$ cat src/rtl/warp_issue_scheduler.sv
// -----------------------------------------------------------------------------
// warp_issue_scheduler
//
// Shares a single lane array among NUM_WARPS warp contexts. Each cycle in
// which the issue slot can be (re)loaded, one eligible warp is chosen by
// quantum-limited round-robin, its FIFO head is popped, and the instruction
// is captured in a registered issue slot tagged with the warp ID. The slot
// is handed to the lanes with a valid/ready handshake.
//
// Ports:
//   clk              clock
//   rst_n            asynchronous active-low reset
//   warp_enable      per-warp scheduling enable
//   fifo_valid       per-warp "FIFO has a head instruction"
//   fifo_data        per-warp head instruction, warp w at [32w+31:32w]
//   fifo_pop         one-hot pop of the selected warp (combinational)
//   lane_execute     issue slot valid (registered)
//   lane_instruction issued instruction (registered)
//   lane_warp_id     warp owning the slot (registered)
//   lane_ready       lanes accept the slot this cycle
//   issue_count      instructions accepted by the lanes (wraps)
//   stall_count      cycles with a valid slot and no ready (wraps)
//   busy             slot valid or any warp eligible
// -----------------------------------------------------------------------------
module warp_issue_scheduler #(
  parameter int NUM_WARPS = 4,
  parameter int QUANTUM   = 4,
  parameter int WID_W     = $clog2(NUM_WARPS)
) (
  input  logic                   clk,
  input  logic                   rst_n,
  input  logic [NUM_WARPS-1:0]   warp_enable,
  input  logic [NUM_WARPS-1:0]   fifo_valid,
  input  logic [NUM_WARPS*32-1:0] fifo_data,
  output logic [NUM_WARPS-1:0]   fifo_pop,
  output logic                   lane_execute,
  output logic [31:0]            lane_instruction,
  output logic [WID_W-1:0]       lane_warp_id,
  input  logic                   lane_ready,
  output logic [31:0]            issue_count,
  output logic [31:0]            stall_count,
  output logic                   busy
);

  localparam int CNT_W = $clog2(QUANTUM + 1);

  // Registered state
  logic             exec_q,  exec_d;
  logic [31:0]      instr_q, instr_d;
  logic [WID_W-1:0] wid_q,   wid_d;
  logic [31:0]      issue_q, issue_d;
  logic [31:0]      stall_q, stall_d;
  logic [WID_W-1:0] cur_q,   cur_d;
  logic [CNT_W-1:0] qcnt_q,  qcnt_d;

  // Selection logic
  logic [NUM_WARPS-1:0] eligible;
  logic [31:0]          head_data [NUM_WARPS];
  logic                 load_en;
  logic                 keep_cur;
  logic                 scan_found;
  logic [WID_W-1:0]     scan_sel;
  logic [WID_W-1:0]     sel;
  logic                 sel_valid;
  logic                 pop_en;
  logic                 quantum_expired;

  assign eligible = fifo_valid & warp_enable;
  assign load_en  = !exec_q | lane_ready;

  assign quantum_expired = (qcnt_q >= CNT_W'(QUANTUM));

  // A zero quantum count means no warp currently owns the slot (after reset),
  // so the scan starts fresh from cur_q+1 = warp 0 instead of sticking to the
  // reset value of cur_q.
  assign keep_cur = eligible[cur_q] && (qcnt_q != '0) && !quantum_expired;

  // Round-robin scan cur+1, cur+2, ... with cur itself checked last. When the
  // quantum has expired and nobody else is eligible this naturally falls back
  // to cur_q.
  always_comb begin : rr_scan
    int idx;
    scan_found = 1'b0;
    scan_sel   = cur_q;
    idx        = 0;
    for (int k = 1; k <= NUM_WARPS; k++) begin
      idx = (int'(cur_q) + k) % NUM_WARPS;
      if (!scan_found && eligible[WID_W'(idx)]) begin
        scan_found = 1'b1;
        scan_sel   = WID_W'(idx);
      end
    end
  end

  assign sel       = keep_cur ? cur_q : scan_sel;
  assign sel_valid = keep_cur | scan_found;
  assign pop_en    = rst_n & load_en & sel_valid;

  generate
    for (genvar gi = 0; gi < NUM_WARPS; gi++) begin : g_warp
      assign head_data[gi] = fifo_data[32*gi +: 32];
      assign fifo_pop[gi]  = pop_en & (sel == WID_W'(gi));
    end
  endgenerate

  // Next-state logic
  always_comb begin
    exec_d  = exec_q;
    instr_d = instr_q;
    wid_d   = wid_q;
    issue_d = issue_q;
    stall_d = stall_q;
    cur_d   = cur_q;
    qcnt_d  = qcnt_q;

    if (exec_q && lane_ready)  issue_d = issue_q + 32'd1;
    if (exec_q && !lane_ready) stall_d = stall_q + 32'd1;

    if (load_en) begin
      if (sel_valid) begin
        exec_d  = 1'b1;
        instr_d = head_data[sel];
        wid_d   = sel;
        cur_d   = sel;
        qcnt_d  = ((sel != cur_q) || quantum_expired) ? CNT_W'(1) : qcnt_q + CNT_W'(1);
      end else begin
        // Bubble: slot empties, payload and round-robin state hold.
        exec_d = 1'b0;
      end
    end
  end

  always_ff @(posedge clk or negedge rst_n) begin
    if (!rst_n) begin
      exec_q  <= 1'b0;
      instr_q <= '0;
      wid_q   <= '0;
      issue_q <= '0;
      stall_q <= '0;
      cur_q   <= WID_W'(NUM_WARPS - 1);
      qcnt_q  <= '0;
    end else begin
      exec_q  <= exec_d;
      instr_q <= instr_d;
      wid_q   <= wid_d;
      issue_q <= issue_d;
      stall_q <= stall_d;
      cur_q   <= cur_d;
      qcnt_q  <= qcnt_d;
    end
  end

  assign lane_execute     = exec_q;
  assign lane_instruction = instr_q;
  assign lane_warp_id     = wid_q;
  assign issue_count      = issue_q;
  assign stall_count      = stall_q;
  assign busy             = exec_q | (|eligible);

endmodule

$ cat config.mk
export PLATFORM = sky130hd
export DESIGN_NAME = warp_issue_scheduler
export DESIGN_NICKNAME = d
export VERILOG_FILES = /design/src/rtl/warp_issue_scheduler.sv
export SDC_FILE = /design/constraint.sdc
export NUM_CORES = 1
export LEC_CHECK = 0
export ABC_AREA = 1
export BUFFER_PORTS_ARGS = -buffer_cell sky130_fd_sc_hd__buf_4
export CORE_MARGIN = 2
export CORE_UTILIZATION = 30
export CTS_BUF_LIST = sky130_fd_sc_hd__clkbuf_2
export DETAILED_ROUTE_END_ITERATION = 10
export RECOVER_POWER = 25
export SYNTH_ARGS = -nofsm -noshare
export SYNTH_HDL_FRONTEND = slang
export SYNTH_SLANG_ARGS = --single-unit
$ cat constraint.sdc
create_clock -name clk -period 2.7 [get_ports clk]
set_clock_uncertainty 0.05 [all_clocks]
set_input_delay 0.405 -clock clk [delete_from_list [all_inputs] [get_ports clk]]
set_output_delay 0.405 -clock clk [all_outputs]
set_load 0.05 [all_outputs]
==> results.yml <==
status:
  status: "complete, but fails checks"
  violations: "setup timing"
logic_synthesis:
  synthArstFlopShare_pct: 100
  avgSynthCellArea_sq_um: 7.18
  synthTopCellsByCount: "362 x nand2_1, 163 x nand3_1, 102 x dfrtp_1"
  yosysTopAreaCellShare_pct: 40.8
  ys_seq_elements: 104
  yosysWarnings: 0
  netlist_area_sq_um: 6260
  synth.most_common_cell: "nand2_1"
  synth-edff-count: 0
  ys_seq_area_share_pct: 41.6
  synth_area_leaders: "dfrtp_1 41%, nand2_1 22%, nand3_1 13%, xor2_1 6.0%, xnor2_1 2.5%"
  netlist-cell-type-count: 26
  postSynthCellCount: 872
  syn-num-nets: 1015
  yosysTopAreaCell: "dfrtp_1"
  ys.flop_type: "dfrtp_1"
timing:
  grt_setup_unrepaired: "yes"
  period_needed_ns: 3.12
  setup_viol: 5
  max_clock_freq_ghz: 0.321
  max-slew-margin-rel_pct: 59.6
  hold_violations: 0
  maxSlewViolCount: 0
  tightest_slew_ns: 0.606
  fin_ws_ns: -0.419
  post-route-period-util_pct: 116
finish:
  nets: 1257
  postLayoutCellArea_sq_um: 8890
  areaGrowthSynthToFinish_pct: 42.0
  final_layout_size_suffix_gt1_share_pct: 30.0
  nFillCells: 2098
worst_setup_path:
  path_class: "reg2out"
  cp.arrival_ns: 2.66
  cp-end-kind: "primary output"
  cp_cell_sequence: "clkinvlp_4 -> buf_6 -> nand3_4 -> nand3_2 -> nand2_2 -> inv_2 -> o21bai_4 -> nand3_4 -> nand2_8 -> inv_6 -> nor3_4 -> buf_6"
  crit_fanout: 5
  critPathSlowestCell: "dfstp_2"
  start_kind: "flip-flop"
  slowest_delay_ns: 0.63
  cp.required_ns: 2.25
clocking:
  clkSinkCount: 104
  htree_levels: 3
  clk_latency_ns: 0.61
  clock_path_buffers: 2
  cts_tree: "yes"
  numCtsBuffers: 9
  cts-root-buf: "clkbuf_2"
  clk_pin_slew_ns: 0.30
job:
  cap_violations: 0
floorplan:
  rows: 52
  dieArea_sq_um: 22000
  initial_utilization_pct: 30.7
  core_sq_um: 20400
  ios: 243
  die_width_microns: 148
  die_y_microns: 148
route:
  drtPass1Iterations: 5
  vias: 6617
  wl_microns: 20900
  avgViaCountPerCell: 4.76
  drc: 0
  ant_nets: 0
  drt_iter0_drc: 398
  wl_per_cell_microns: 15.0
grt:
  overflow: 0
  grt_pass1_vias: 6385
  grt_pass1_wl_microns: 33200
  grt_usage_pct: 18.7
  grt_max_degree: 105
  grt_antenna_before_repair: 2
placement:
  port_buffers: 242
  pre_cts_ws_ns: 0.116
  hpwlAfterDp_microns: 14600
  gp_congestion: 0.830
  place_area_sq_um: 8410
power_and_ir_drop:
  power.density_nw_per_um2: 1300
  vdd_drop_max_uv: 1660
  power_leakage_uw: 0.00495
worst_hold_path:
  hold_path_class: "in2reg"
## state kept, by name, summed over array words and instances, names as in the netlist
| register | cells |
|---|---|
| lane_execute | 1 |
| stall_count | 32 |
| lane_instruction | 32 |
| lane_warp_id | 2 |
| qcnt_q | 3 |
| issue_count | 32 |
| cur_q | 2 |
## layer usage
layer,vias up,global-route usage (%),share of wire (%)
li1,3292,-,-
met1,3107,24.9,43
met2,196,31.9,50
met3,22,3.25,5.5
met4,0,4.29,1.6
met5,-,0,0
## critical path: cells and delay by family, from the launching register on
kind | cells | cell delay, ns
buf+inv | 5 | 0.60
flops | 1 | 0.63
compound gates | 1 | 0.18
simple gates | 6 | 0.65
## cell type report
type / instances / area, sq um / share of cell area, %
clock buffer: 9 / 45.0 / 0.507
clock inverter: 7 / 55.1 / 0.619
tap: 270 / 338 / 3.80
antenna: 2 / 5.00 / 0.0563
multi-input combinational: 686 / 3490 / 39.3
inverter: 41 / 163 / 1.83
sequential: 104 / 2610 / 29.3
timing repair buffer: 272 / 2190 / 24.6
## cell families after synthesis
family	after synthesis	share of synthesized area, %
fa+ha+maj	4	0.799
buf+inv	82	6.28
xor+xnor	61	8.53
compound gates	6	0.699
simple gates	615	42.1
flops	104	41.6
## power breakdown
part	total, uW	switching (uW)	internal (uW)
Clock	724	589	134
Combinational	8610	5680	2930
Sequential	2250	287	1970
Total	11600	6560	5030
## per-stage QoR
step	hold WS (ns)	cells	total power [uW]	TNS [ns]	utilization, %
2_1_floorplan	0.0594	872	7920	-0.308	-
3_3_place_gp	0.413	1355	10100	0	41.3
3_5_place_dp	0.411	1355	10100	0	41.3
4_1_cts	0.0120	1386	11300	-1.90	43.1
5_1_grt	0.0451	1391	12600	-6.40	43.7
6_report	0.116	1391	11600	-1.74	43.7
## placed cells by master, fill, tap and decap left out, types with 2 or more instances in the layout
master	instances
nand3_2	8
inv_1	35
nand2_2	12
nor2_1	35
nand2_4	8
dlygate4sd3_1	2
diode_2	2
buf_12	9
xnor2_1	18
clkinvlp_4	3
dfstp_2	2
nor3_2	2
nand3_1	152
nand3_4	4
buf_4	254
ha_1	4
nand2_1	347
nor3_1	18
clkbuf_2	9
xor2_1	43
nor4_1	5
dfrtp_1	102
inv_8	2
inv_6	2
nor3_4	4
buf_6	7
o21ai_0	3
nand4_1	16
inv_2	4
## timing repair
action,4_1_cts,5_1_grt
endpoints found under the hold margin,103,0
setup endpoints to repair,5,34
resized for setup,34,22
pin swaps,18,20
hold buffers,2,0
buffers inserted,13,3
## path summary, 6_finish.rpt
| check | from | endpoint | slack [ns] | cells past startpoint |
|---|---|---|---|---|
| max | cur_q[0] | fifo_pop[2] | -0.42 | 12 |
| min | fifo_data[99] | lane_instruction[3] | 0.12 | 7 |
| max reg2reg | cur_q[0] | lane_instruction[24] | 0.01 | 18 |
| min reg2reg | issue_count[31] | issue_count[31] | 0.44 | 1 |
| max in group asynchronous | rst_n | cur_q[0] | 1.76 | 3 |
| min in group asynchronous | rst_n | lane_instruction[16] | 0.33 | 3 |
Power figures use the tool's default switching activity.
